==> config.mk <==
export PLATFORM = sky130hd
export DESIGN_NAME = ifetch_prefetch
export DESIGN_NICKNAME = d
export VERILOG_FILES = /design/src/rtl/ifetch_prefetch.sv
export SDC_FILE = /design/constraint.sdc
export NUM_CORES = 1
export LEC_CHECK = 0
export ABC_AREA = 1
export BUFFER_PORTS_ARGS = -buffer_cell sky130_fd_sc_hd__buf_2
export CELL_PAD_IN_SITES_DETAIL_PLACEMENT = 1
export CELL_PAD_IN_SITES_GLOBAL_PLACEMENT = 2
export CORE_ASPECT_RATIO = 1.2
export CORE_UTILIZATION = 30
export DETAILED_ROUTE_END_ITERATION = 6
export GPL_TIMING_DRIVEN = 0
export PLACE_DENSITY = 0.75
export SETUP_SLACK_MARGIN = 0.5
export SLEW_MARGIN = 20
export SYNTH_ARGS = -nofsm -noshare
export SYNTH_HDL_FRONTEND = slang
export SYNTH_SLANG_ARGS = --single-unit
==> constraint.sdc <==
create_clock -name Clock -period 4.2 [get_ports Clock]
set_clock_uncertainty 0.1 [all_clocks]
set_input_delay 0.21 -clock Clock [delete_from_list [all_inputs] [get_ports Clock]]
set_output_delay 0.21 -clock Clock [all_outputs]
set_load 0.1 [all_outputs]
==> src/rtl/ifetch_prefetch.sv <==
// Prefetching instruction fetch unit: issues in-order imem requests into a DEPTH-entry
// queue, hands instructions to decode over valid/ready and re-targets on execute redirects.
module ifetch_prefetch #(
  parameter int unsigned DEPTH           = 4,
  parameter int unsigned MAX_OUTSTANDING = 2,
  parameter logic [31:0] RESET_PC        = 32'h0000_0000
) (
  input  logic        Clock,
  input  logic        Reset,
  output logic        imem_req_valid,
  input  logic        imem_req_ready,
  output logic [31:0] imem_req_addr,
  input  logic        imem_resp_valid,
  input  logic [31:0] imem_resp_data,
  input  logic        ex_valid,
  input  logic [31:0] ex_pc,
  input  logic [15:0] ex_imm,
  input  logic [25:0] ex_index,
  input  logic        Zero,
  input  logic [31:0] Read_Data_1,
  input  logic        Branch,
  input  logic        nBranch,
  input  logic        Jmp,
  input  logic        Jal,
  input  logic        Jr,
  output logic        out_valid,
  input  logic        out_ready,
  output logic [31:0] Instruction,
  output logic [31:0] out_pc,
  output logic [31:0] branch_base_addr,
  output logic [31:0] link_addr,
  output logic        redirect
);

  localparam int unsigned PW = (DEPTH > 1) ? $clog2(DEPTH) : 1;
  localparam int unsigned CW = $clog2(DEPTH + 1);
  localparam int unsigned OW = $clog2(MAX_OUTSTANDING + 1);

  logic [31:0]   fetch_pc_q, fetch_pc_d;
  logic [31:0]   resp_pc_q, resp_pc_d;
  logic [OW-1:0] outstanding_q, outstanding_d;
  logic [OW-1:0] discard_q, discard_d;
  logic [CW-1:0] count_q, count_d;
  logic [PW-1:0] wr_ptr_q, wr_ptr_d;
  logic [PW-1:0] rd_ptr_q, rd_ptr_d;
  logic [31:0]   data_q [DEPTH];
  logic [31:0]   data_d [DEPTH];
  logic [31:0]   pc_q   [DEPTH];
  logic [31:0]   pc_d   [DEPTH];

  logic [31:0] seq_pc_s;
  logic [31:0] br_off_s;
  logic [31:0] target_s;
  logic [31:0] occupancy_s;
  logic [31:0] head_pc_s;
  logic        taken_br_s;
  logic        redirect_s;
  logic        req_valid_s;
  logic        accept_s;
  logic        head_valid_s;
  logic        deq_s;
  logic        enq_s;

  // Redirect decode: Jr beats Jmp/Jal, which beat a taken conditional branch.
  always_comb begin
    seq_pc_s   = ex_pc + 32'd4;
    br_off_s   = {{14{ex_imm[15]}}, ex_imm, 2'b00};
    taken_br_s = (Branch & Zero) | (nBranch & ~Zero);
    redirect_s = 1'b0;
    target_s   = 32'h0000_0000;
    if (ex_valid) begin
      if (Jr) begin
        redirect_s = 1'b1;
        target_s   = Read_Data_1;
      end else if (Jmp | Jal) begin
        redirect_s = 1'b1;
        target_s   = {seq_pc_s[31:28], ex_index, 2'b00};
      end else if (taken_br_s) begin
        redirect_s = 1'b1;
        target_s   = seq_pc_s + br_off_s;
      end else begin
        redirect_s = 1'b0;
        target_s   = 32'h0000_0000;
      end
    end else begin
      redirect_s = 1'b0;
      target_s   = 32'h0000_0000;
    end
  end

  // Request issue: a request is only made when its response is guaranteed a queue slot.
  always_comb begin
    occupancy_s  = 32'(count_q) + 32'(outstanding_q);
    req_valid_s  = Reset & ~redirect_s
                 & (32'(outstanding_q) < MAX_OUTSTANDING)
                 & (occupancy_s < DEPTH);
    accept_s     = req_valid_s & imem_req_ready;
    head_valid_s = (count_q != {CW{1'b0}});
    deq_s        = head_valid_s & ~redirect_s & out_ready;
  end

  // Next-state: redirect flushes the queue and marks every in-flight response for discard.
  always_comb begin
    fetch_pc_d    = fetch_pc_q;
    resp_pc_d     = resp_pc_q;
    outstanding_d = outstanding_q + OW'(accept_s) - OW'(imem_resp_valid);
    discard_d     = discard_q;
    count_d       = count_q;
    wr_ptr_d      = wr_ptr_q;
    rd_ptr_d      = rd_ptr_q;
    data_d        = data_q;
    pc_d          = pc_q;
    enq_s         = 1'b0;
    if (redirect_s) begin
      fetch_pc_d = target_s;
      resp_pc_d  = target_s;
      discard_d  = outstanding_q - OW'(imem_resp_valid);
      count_d    = {CW{1'b0}};
      wr_ptr_d   = {PW{1'b0}};
      rd_ptr_d   = {PW{1'b0}};
    end else begin
      if (accept_s) begin
        fetch_pc_d = fetch_pc_q + 32'd4;
      end else begin
        fetch_pc_d = fetch_pc_q;
      end
      if (imem_resp_valid) begin
        if (discard_q != {OW{1'b0}}) begin
          discard_d = discard_q - OW'(1'b1);
        end else begin
          enq_s            = 1'b1;
          data_d[wr_ptr_q] = imem_resp_data;
          pc_d[wr_ptr_q]   = resp_pc_q;
          wr_ptr_d         = wr_ptr_q + PW'(1'b1);
          resp_pc_d        = resp_pc_q + 32'd4;
        end
      end else begin
        enq_s = 1'b0;
      end
      if (deq_s) begin
        rd_ptr_d = rd_ptr_q + PW'(1'b1);
      end else begin
        rd_ptr_d = rd_ptr_q;
      end
      count_d = count_q + CW'(enq_s) - CW'(deq_s);
    end
  end

  // State registers.
  always_ff @(posedge Clock or negedge Reset) begin
    if (!Reset) begin
      fetch_pc_q    <= RESET_PC;
      resp_pc_q     <= RESET_PC;
      outstanding_q <= {OW{1'b0}};
      discard_q     <= {OW{1'b0}};
      count_q       <= {CW{1'b0}};
      wr_ptr_q      <= {PW{1'b0}};
      rd_ptr_q      <= {PW{1'b0}};
      for (int i = 0; i < int'(DEPTH); i++) begin
        data_q[i] <= 32'h0000_0000;
        pc_q[i]   <= 32'h0000_0000;
      end
    end else begin
      fetch_pc_q    <= fetch_pc_d;
      resp_pc_q     <= resp_pc_d;
      outstanding_q <= outstanding_d;
      discard_q     <= discard_d;
      count_q       <= count_d;
      wr_ptr_q      <= wr_ptr_d;
      rd_ptr_q      <= rd_ptr_d;
      data_q        <= data_d;
      pc_q          <= pc_d;
    end
  end

  // Head fields read zero whenever the queue is empty.
  assign head_pc_s        = head_valid_s ? pc_q[rd_ptr_q] : 32'h0000_0000;
  assign imem_req_valid   = req_valid_s;
  assign imem_req_addr    = fetch_pc_q;
  assign redirect         = redirect_s;
  assign out_valid        = head_valid_s & ~redirect_s;
  assign Instruction      = head_valid_s ? data_q[rd_ptr_q] : 32'h0000_0000;
  assign out_pc           = head_pc_s;
  assign branch_base_addr = head_valid_s ? (head_pc_s + 32'd4) : 32'h0000_0000;
  assign link_addr        = head_valid_s ? (head_pc_s + 32'd4) : 32'h0000_0000;

endmodule

* Yosys cells after proc, flatten, opt, wreduce, memory -nomap -nowiden
Cells that the tools add are included.
Word-level totals: word-level logic and storage cells 98, register bits after elaboration 331, output and inout port bits 163
Cells by class: mux-type cells 38, add/subtract/negate cells 14, reductions and logical operators 10, magnitude comparators 5, bitwise logic cells 15, equality and inequality tests 1
Operators with widths (count):
- two-way mux 32 bit | 17
- bitwise mux 128 bit | 2
- adder 32 x 3 -> 32 bit, second input constant | 4
- binary-select mux 32 bit (select 2 bit) | 2
- demux 32 bit (select 2 bit) | 1
- adder 32 bit | 1
- two-way mux 2 bit | 8
- nonzero test 2 bit | 5
- AND 1 bit | 8
- two-way mux 1 bit | 7
- >= comparator 3 bit, second input constant | 2
- inverter 2 -> 3 bit | 2
- adder 2 x 1 -> 2 bit, second input constant | 2
- adder 3 x 2 -> 4 bit | 1
- < comparator 4 x 3 -> 1 bit, second input constant | 1
- AND reduction 2 bit | 2
- subtractor 2 x 1 -> 2 bit | 2
- adder 3 x 1 -> 3 bit | 1
- < comparator 3 x 1 -> 1 bit, second input constant | 1
- two-way mux 3 bit | 1
- inverter 1 bit | 3
- AND reduction 3 bit | 1
- nonzero test 3 bit | 1
- subtractor 3 x 1 -> 3 bit | 1
- other kinds (6) | 7

* Depth between registers and ports, before layout
Gate-level depths: netlist of the first run.
word-level depth 14, depth in mapped cells 25, depth with buffers taken out 25

* Worst setup path after synthesis of the first run
No wires, ideal clock.
path kind register -> output, from reg count_q[1], to out link_addr[30], path slack -1.765 ns, stages on the path, launching flop included 16, path buffers 4, arrival time 5.655 ns, required time 3.890 ns, cells stage by stage dfrtp_1 inv_2 nand2_2 nor2_4 buf_2 clkbuf_1 clkbuf_1 nor2_1 ha_1 inv_1 nor2_1 nand2_1 nor3_2 nand3_1 xnor2_1 buf_4
On the way: word-level cells in the longest chain between the ends 4
Ends and longest elaborated chain:
- start: declaration | RTL line 43 | logic [CW-1:0] count_q, count_d;
- start signal: assignment | RTL line 156 | count_q <= {CW{1'b0}};
- start signal: assignment | RTL line 168 | count_q <= count_d;
- nonzero test 3 bit | RTL line 98 | head_valid_s = (count_q != {CW{1'b0}});
- two-way mux 32 bit | RTL line 177 | assign head_pc_s = head_valid_s ? pc_q[rd_ptr_q] : 32'h0000_0000;
- named net out_pc[3] | RTL line 29 | output logic [31:0] out_pc,
- adder 32 x 3 -> 32 bit
- two-way mux 32 bit
- end: declaration | RTL line 31 | output logic [31:0] link_addr,
The timed path passes the listed nets, and every way through them passes these cells.

* Worst setup path in the final report of the first run
from reg count_q[1], to out link_addr[28]
On the way: word-level cells in the longest chain between the ends 4
Ends and longest elaborated chain:
- nonzero test 3 bit * | RTL line 98
- two-way mux 32 bit | RTL line 177
- adder 32 x 3 -> 32 bit | RTL line 185 | assign link_addr = head_valid_s ? (head_pc_s + 32'd4) : 32'h0000_0000;
- two-way mux 32 bit * | RTL line 185
Mark *: on every way between the ends. The rest lies on a longest branch, timed or not.

==> metrics.yaml, run 1 <==
synthesis:
  synthAdderAreaFrac: 0.0311
  ys_warn_count: 0
  syn_inst: 3044
  synth_xor_area_frac: 0.0342
  ys_seq_elements: 331
  synth_fp_nets: 3245
  synth_compound_area_frac: 0.146
  seq_area_frac_synth: 0.394
  synth-simple-area-share: 0.296
  yosysTopAreaCell: "dfrtp_1"
  synth_flop_cell: "dfrtp_1"
  synth_area_leaders: "dfrtp_1, nand2_1, o21ai_0, nor2_1, inv_1"
  synth_top_area_frac: 0.394
  async_flop_share: 1.00
  synth_mux_area_frac: 0.000477
  synth_area_per_cell_sq_um: 6.90
  synth_top_family_by_area: "simple AND/OR/NAND/NOR gates"
  synth_cell_types: 48
  netlist_area_sq_um: 21000
  synth_edf_count: 0
placed_design:
  portBuffers: 312
  dp_hpwl_um: 70900
  pre_cts_ws_ns: 0.408
  place_congestion: 0.914
  dp.cells: 4269
clock_network:
  path_clk_slew_ns: 0.06
  htreeDepth: 2
  cts_inserted_buffers: 40
  cts.sinks: 331
  cts_root_buf: "clkbuf_16"
  cts_buffer_depth: 3
  clkLatencyLatePin_ns: 0.57
  cts_tree: "yes"
run_status:
  violations: "negative hold slack"
  outcome: "finished with violations"
route:
  drt-initial-drc-count: 1112
  vias: 22100
  viasPerCell: 5.04
  routedWlPerCell_um: 20.6
  routed_wl_um: 90600
  ant_nets: 0
  route.detailed.drc: 0
  firstDrtPassIters: 5
sta:
  setup_viol: 0
  hold_viol_final: 1
  rsz0062_at_grt: "yes"
  whs_ns: -0.0119
  maxSlewViolCount: 0
  fin_crit_ns: 3.67
  setup_ws_ns: 0.530
  worst_pin_slew_ns: 0.871
  fmax_ghz: 0.272
  period_share: 0.874
  slew_headroom: 0.419
setup_path:
  crit_arrival_ns: 3.36
  path_cells: "inv_2, nand2_2, nor2_4, buf_12, clkbuf_16, clkbuf_16, nor2_4, ha_4, inv_1, nor2_4, nand2_4, nor2_4, nand4_1, xor2_2, clkinvlp_4, buf_12, buf_8"
  crit_required_ns: 3.89
  crit_buf_inv: 8
  critPathCaptureType: "output pin"
  cp_slowest_stage_delay_ns: 0.38
  critical-path-top-delay-family: "buffers and inverters"
  worstSetupStartpointType: "flip-flop"
  crit_type: "reg2out"
  crit_top_cell: "nor2_4"
  crit_slowest_cell: "dfrtp_1"
  cp_max_fo: 10
global_routing:
  grt_max_degree: 90
  grt_first_pass_wirelength_um: 139000
  overflow: 0
  grt_pass1_vias: 23300
  antenna_found_initial: 2
  groute.usage.overall: 0.254
pwr:
  power.internal_mw: 8.90
  leakagePower_nw: 12.9
  cellPowerDensity_nw_per_um2: 814
  finalPower_mw: 21.3
  ir_drop_mv: 0.918
  share_clk_of_total_power: 0.163
  p_comb_frac: 0.619
  p_sw_frac: 0.582
  switching_power_mw: 12.4
  seqPwrFrac: 0.217
worst_hold_path:
  hold_path_class: "in2reg"
floorplan:
  initial_core_util: 0.305
  num_rows: 105
  ioPinCount: 313
  die-area_sq_um: 71100
  die_y_um: 292
  die_x_um: 244
  coreArea_sq_um: 68800
cells_and_area:
  syn_to_final_growth_pct: 24.7
  drive_gt1_frac: 0.163
  stdcell_count: 4392
  final_nets: 3656
job:
  maxCapViolations: 0
-- metal layers --
metal / track usage / vias to the layer above / wire [um]
met1: 0.311 / 10900 / 38000
li1: - / 10600 / -
met3: 0.0254 / 154 / 3410
met2: 0.461 / 542 / 46300
met4: 0.0846 / 2 / 2840
met5: 0 / - / 13
-- layout make-up --
cell class                      count  area [sq um]
Buffer                            170          1040
Multi-Input combinational cell   2237         10900
Inverter                          306          1170
Clock inverter                     12           120
Sequential cell                   331          8280
Tap cell                          909          1140
Fill cell                        8795         42700
Timing Repair Buffer              369          2320
Clock buffer                       57          1170
Antenna cell                        1          2.50
-- worst reg2reg max path, stage by stage (launching register included) --
cell and delay, ns:
dfrtp_1 0.37, inv_1 0.11, nand2_2 0.09, nor2_4 0.23
buf_12 0.17, buf_4 0.26, nor2_1 0.17, nand2_1 0.23
inv_1 0.11, ha_1 0.28, inv_1 0.04, ha_1 0.18
fa_1 0.37, xnor2_1 0.17, nor2_1 0.06
-- timing repair --
item                                   4_1_cts  5_1_grt
hold buffers                                39        0
gates cloned                                 0        1
setup endpoints to repair                   62       47
endpoints found under the hold margin      321        0
buffers inserted                             9        4
pin swaps                                    9        7
gates resized for setup                     49       36
-- stage by stage --
stage | TNS, ns | cell area [sq um] | utilization
2_1_floorplan | 0 | 21300 | -
3_3_place_gp | -1401.51 | 24000 | 0.348
3_5_place_dp | 0 | 24100 | 0.350
4_1_cts | 0 | 26000 | 0.378
5_1_grt | 0 | 26200 | 0.380
6_report | 0 | 26200 | 0.380
-- Yosys cell counts (24+ instances only) --
cell type and number:
inv_1 291, nand3_1 156, clkbuf_1 83, ha_1 49
a21oi_1 126, xor2_1 58, nor2_1 390, buf_2 31
xnor2_1 24, nor3_1 36, nand4_1 33, nand2_1 846
dfrtp_1 331, o21ai_0 391, buf_4 39
-- path summary, 6_finish.rpt --
check | startpoint | depth (start not counted) | to | slack (ns)
max | count_q[1] | 17 | link_addr[28] | 0.53
min | Read_Data_1[1] | 4 | imem_req_addr[1] | -0.01
max reg2reg | count_q[2] | 14 | count_q[2] | 1.13
min reg2reg | data_q[25] | 2 | data_q[25] | 0.38
max in group asynchronous | Reset | 4 | pc_q[38] | 2.90
min in group asynchronous | Reset | 2 | data_q[73] | 0.01
-- sequential cells by signal, indices dropped and copies added, names as in the netlist --
| register | cells |
|---|---|
| resp_pc_q | 32 |
| count_q | 3 |
| pc_q | 128 |
| rd_ptr_q | 2 |
| wr_ptr_q | 2 |
| outstanding_q | 2 |
| discard_q | 2 |
| data_q | 128 |
| imem_req_addr | 32 |
-- power by group through the flow --
stage          sequential [mW]  clock, mW  combinational, mW
6_report                  4.63       3.48               13.2
3_3_place_gp              4.63          0               12.6
4_1_cts                   4.62       3.56               13.1
5_1_grt                   4.73       3.66               14.0
2_1_floorplan             4.96          0               9.52
3_5_place_dp              4.67          0               12.8
-- layout by cell type (no fill, tap or decap), types with 23 or more instances in the layout --
master         count
ha_1              48
clkbuf_16         44
a21oi_1          123
buf_2            306
dlygate4sd3_1     39
inv_1            285
nand3_1          152
nand2_1          843
clkbuf_1          85
xnor2_1           23
nand4_1           33
o21ai_0          390
nor2_1           379
xor2_1            51
buf_4             57
nor3_1            35
dfrtp_1          331
-- cell families after synthesis --
group           after synthesis
xor+xnor                     82
compound gates              585
mux                           1
fa+ha+maj                    51
simple gates               1518
flops                       331
buf+inv                     476
(Power assumes the default switching activity.)
==> run 2: changes to the inputs <==
- CTS_BUF_LIST: unset -> sky130_fd_sc_hd__clkbuf_2
==> metrics.yaml, run 2 (synthesized netlist as in run 1, its figures left out) <==
run_status:
  outcome: "finished clean"  # was finished with violations
cells_and_area:
  drive_gt1_frac: 0.237  # was 0.163
  fillCellCount: 8620  # was 8,795
  syn_to_final_growth_pct: 43.0  # was 24.7%
  final_nets: 3940  # was 3,656
  largestRegisters: "data_q: 128 flops, pc_q: 128 flops"  # unchanged
  final_common_cell: "nand2_1"  # unchanged
  stdcell_count: 4721  # was 4,392
  final_cell_mix: "nand2_1, o21ai_0, nor2_1"  # unchanged
  seq_area_sq_um: 8280  # unchanged
  fin_util: 0.436  # was 0.380
  multiInputGateArea_sq_um: 11800  # was 10,900 sq um
sta:
  hold_viol_final: 0  # was 1
  period_share: 0.963  # was 0.874
  worst_pin_slew_ns: 0.914  # was 0.871 ns
  slew_headroom: 0.390  # was 0.419
  fmax_ghz: 0.247  # was 0.272 GHz
  maxSlewViolCount: 0  # unchanged
  fin_crit_ns: 4.05  # was 3.67 ns
  setup_ws_ns: 0.155  # was 0.530 ns
  rsz0062_at_grt: "yes"  # unchanged
  setup_viol: 0  # unchanged
floorplan:
  die_x_um: 244  # unchanged
  num_rows: 105  # unchanged
  ioPinCount: 313  # unchanged
  die-area_sq_um: 71100  # unchanged
  die_y_um: 292  # unchanged
  coreArea_sq_um: 68800  # unchanged
  initial_core_util: 0.305  # unchanged
global_routing:
  grt_first_pass_wirelength_um: 148000  # was 139,000 um
  antenna_found_initial: 2  # unchanged
  overflow: 0  # unchanged
  groute.usage.overall: 0.271  # was 0.254
  grt_pass1_vias: 25400  # was 23.3k
  grt_max_degree: 90  # unchanged
pwr:
  ir_drop_mv: 1.04  # was 0.918 mV
  cellPowerDensity_nw_per_um2: 771  # was 814 nW/um^2
  leakagePower_nw: 14.5  # was 12.9 nW
clock_network:
  cts.sinks: 331  # unchanged
  cts_buffer_depth: 3  # unchanged
  clkLatencyLatePin_ns: 1.10  # was 0.57 ns
  path_clk_slew_ns: 0.09  # was 0.06 ns
  cts_tree: "yes"  # unchanged
  cts_root_buf: "clkbuf_2"  # was clkbuf_16
  htreeDepth: 3  # was 2
  cts_inserted_buffers: 95  # was 40
route:
  route.detailed.drc: 0  # unchanged
  routedWlPerCell_um: 20.9  # was 20.6 um
  viasPerCell: 5.04  # about the same
  firstDrtPassIters: 5  # unchanged
  vias: 23800  # was 22.1k
  drt-initial-drc-count: 1302  # was 1,112
  routed_wl_um: 98800  # was 90,600 um
  ant_nets: 0  # unchanged
setup_path:
  worstSetupStartpointType: "flip-flop"  # unchanged
  r2r-start: "discard_q[0]"  # was count_q[2]
  timing.rr.end: "data_q[19]"  # was count_q[2]
  worstSetupStartpoint: "rd_ptr_q[0]"  # was count_q[1]
  crit_required_ns: 3.89  # about the same
  cp_max_fo: 5  # was 10
  crit_arrival_ns: 3.74  # was 3.36 ns
  critPathCaptureType: "output pin"  # unchanged
  worst_r2r_path_depth: 10  # was 14
  crit_type: "reg2out"  # unchanged
  reg2reg_slack_ns: 1.07  # was 1.13 ns
placed_design:
  portBuffers: 312  # unchanged
  dp_hpwl_um: 70900  # unchanged
  place_congestion: 0.914  # unchanged
  pre_cts_ws_ns: 0.408  # unchanged
  dp.cells: 4269  # unchanged
worst_hold_path:
  hold_path_class: "in2async"  # was in2reg
job:
  maxCapViolations: 0  # unchanged
==> run 2: cell count changes in the layout (fill, tap and decap cells not counted), sizes merged <==
cell,change
buf,+108
inv,+3
diode,+2
dlygate4sd3,+132
clkinv,+14
clkbuf,+70
==> run 2: final cells by class <==
class | count | area share
multi-input cells | 2237 | 0.391
flip-flops and latches | 331 | 0.276
clock buffers | 138 | 0.0230
repair buffers | 598 | 0.185
plain buffers | 170 | 0.0404
diodes | 3 | 0.000250
well taps | 909 | 0.0379
inverters | 306 | 0.0396
clock inverters | 29 | 0.00629
==> run 2: what timing repair did <==
item                       CTS  global route
hold buffers               190             0
setup endpoints to repair  100            87
hold endpoints to repair   542             0
resized for setup          480           130
setup buffers               62            29
pin swaps                   55            51
cloned                       1             0
==> run 2: how the worst max path moves through the flow <==
stage,endpoint,slack [ns]
floorplan,link_addr[20],0.37
detailed placement,link_addr[28],0.41
CTS,link_addr[28],0.05
global route,link_addr[30],-0.02
global placement,outstanding_q[1],-4.43
finish,link_addr[24],0.15
==> run 2: power by group <==
group          internal (mW)  leakage, nW  switching, mW  total, mW
clock                   1.02        0.661           1.52       2.54
sequential              4.01         4.33          0.628       4.63
combinational           4.70         9.53           11.3       16.0
==> run 2: critical path, cell delays in order (launching register included) <==
cell     delay, ns
dfrtp_1       0.35
buf_6         0.15
buf_12        0.12
nor2_2        0.04
nor2_1        0.10
o21ai_1       0.09
nand2_2       0.14
inv_4         0.05
nor2_4        0.14
ha_4          0.17
inv_4         0.05
buf_4         0.12
buf_6         0.11
buf_6         0.12
nor2_4        0.14
nand3_2       0.10
xor2_2        0.19
inv_2         0.10
buf_6         0.13
buf_6         0.10
buf_12        0.15
==> run 2: metal layers <==
| layer | share of wire | routed length (um) | global-route usage | vias up |
|---|---|---|---|---|
| li1 | - | - | - | 11200 |
| met2 | 0.52 | 51600 | 0.503 | 658 |
| met1 | 0.40 | 39800 | 0.318 | 11700 |
| met4 | 0.034 | 3400 | 0.0966 | 0 |
| met3 | 0.041 | 4020 | 0.0323 | 203 |
| met5 | 0 | 0 | 0 | - |
==> run 2: through the flow <==
stage | hold WS [ns] | power [mW] | area, sq um | setup TNS, ns
2_1_floorplan | -0.186 | 14.5 | 21300 | 0
4_1_cts | 0.00368 | 22.5 | 29300 | 0
5_1_grt | 0.0608 | 24.3 | 30000 | -0.0166
6_report | 0.137 | 23.2 | 30000 | 0
3_3_place_gp | 0.360 | 17.3 | 24000 | -1401.51
3_5_place_dp | -0.00918 | 17.5 | 24100 | 0
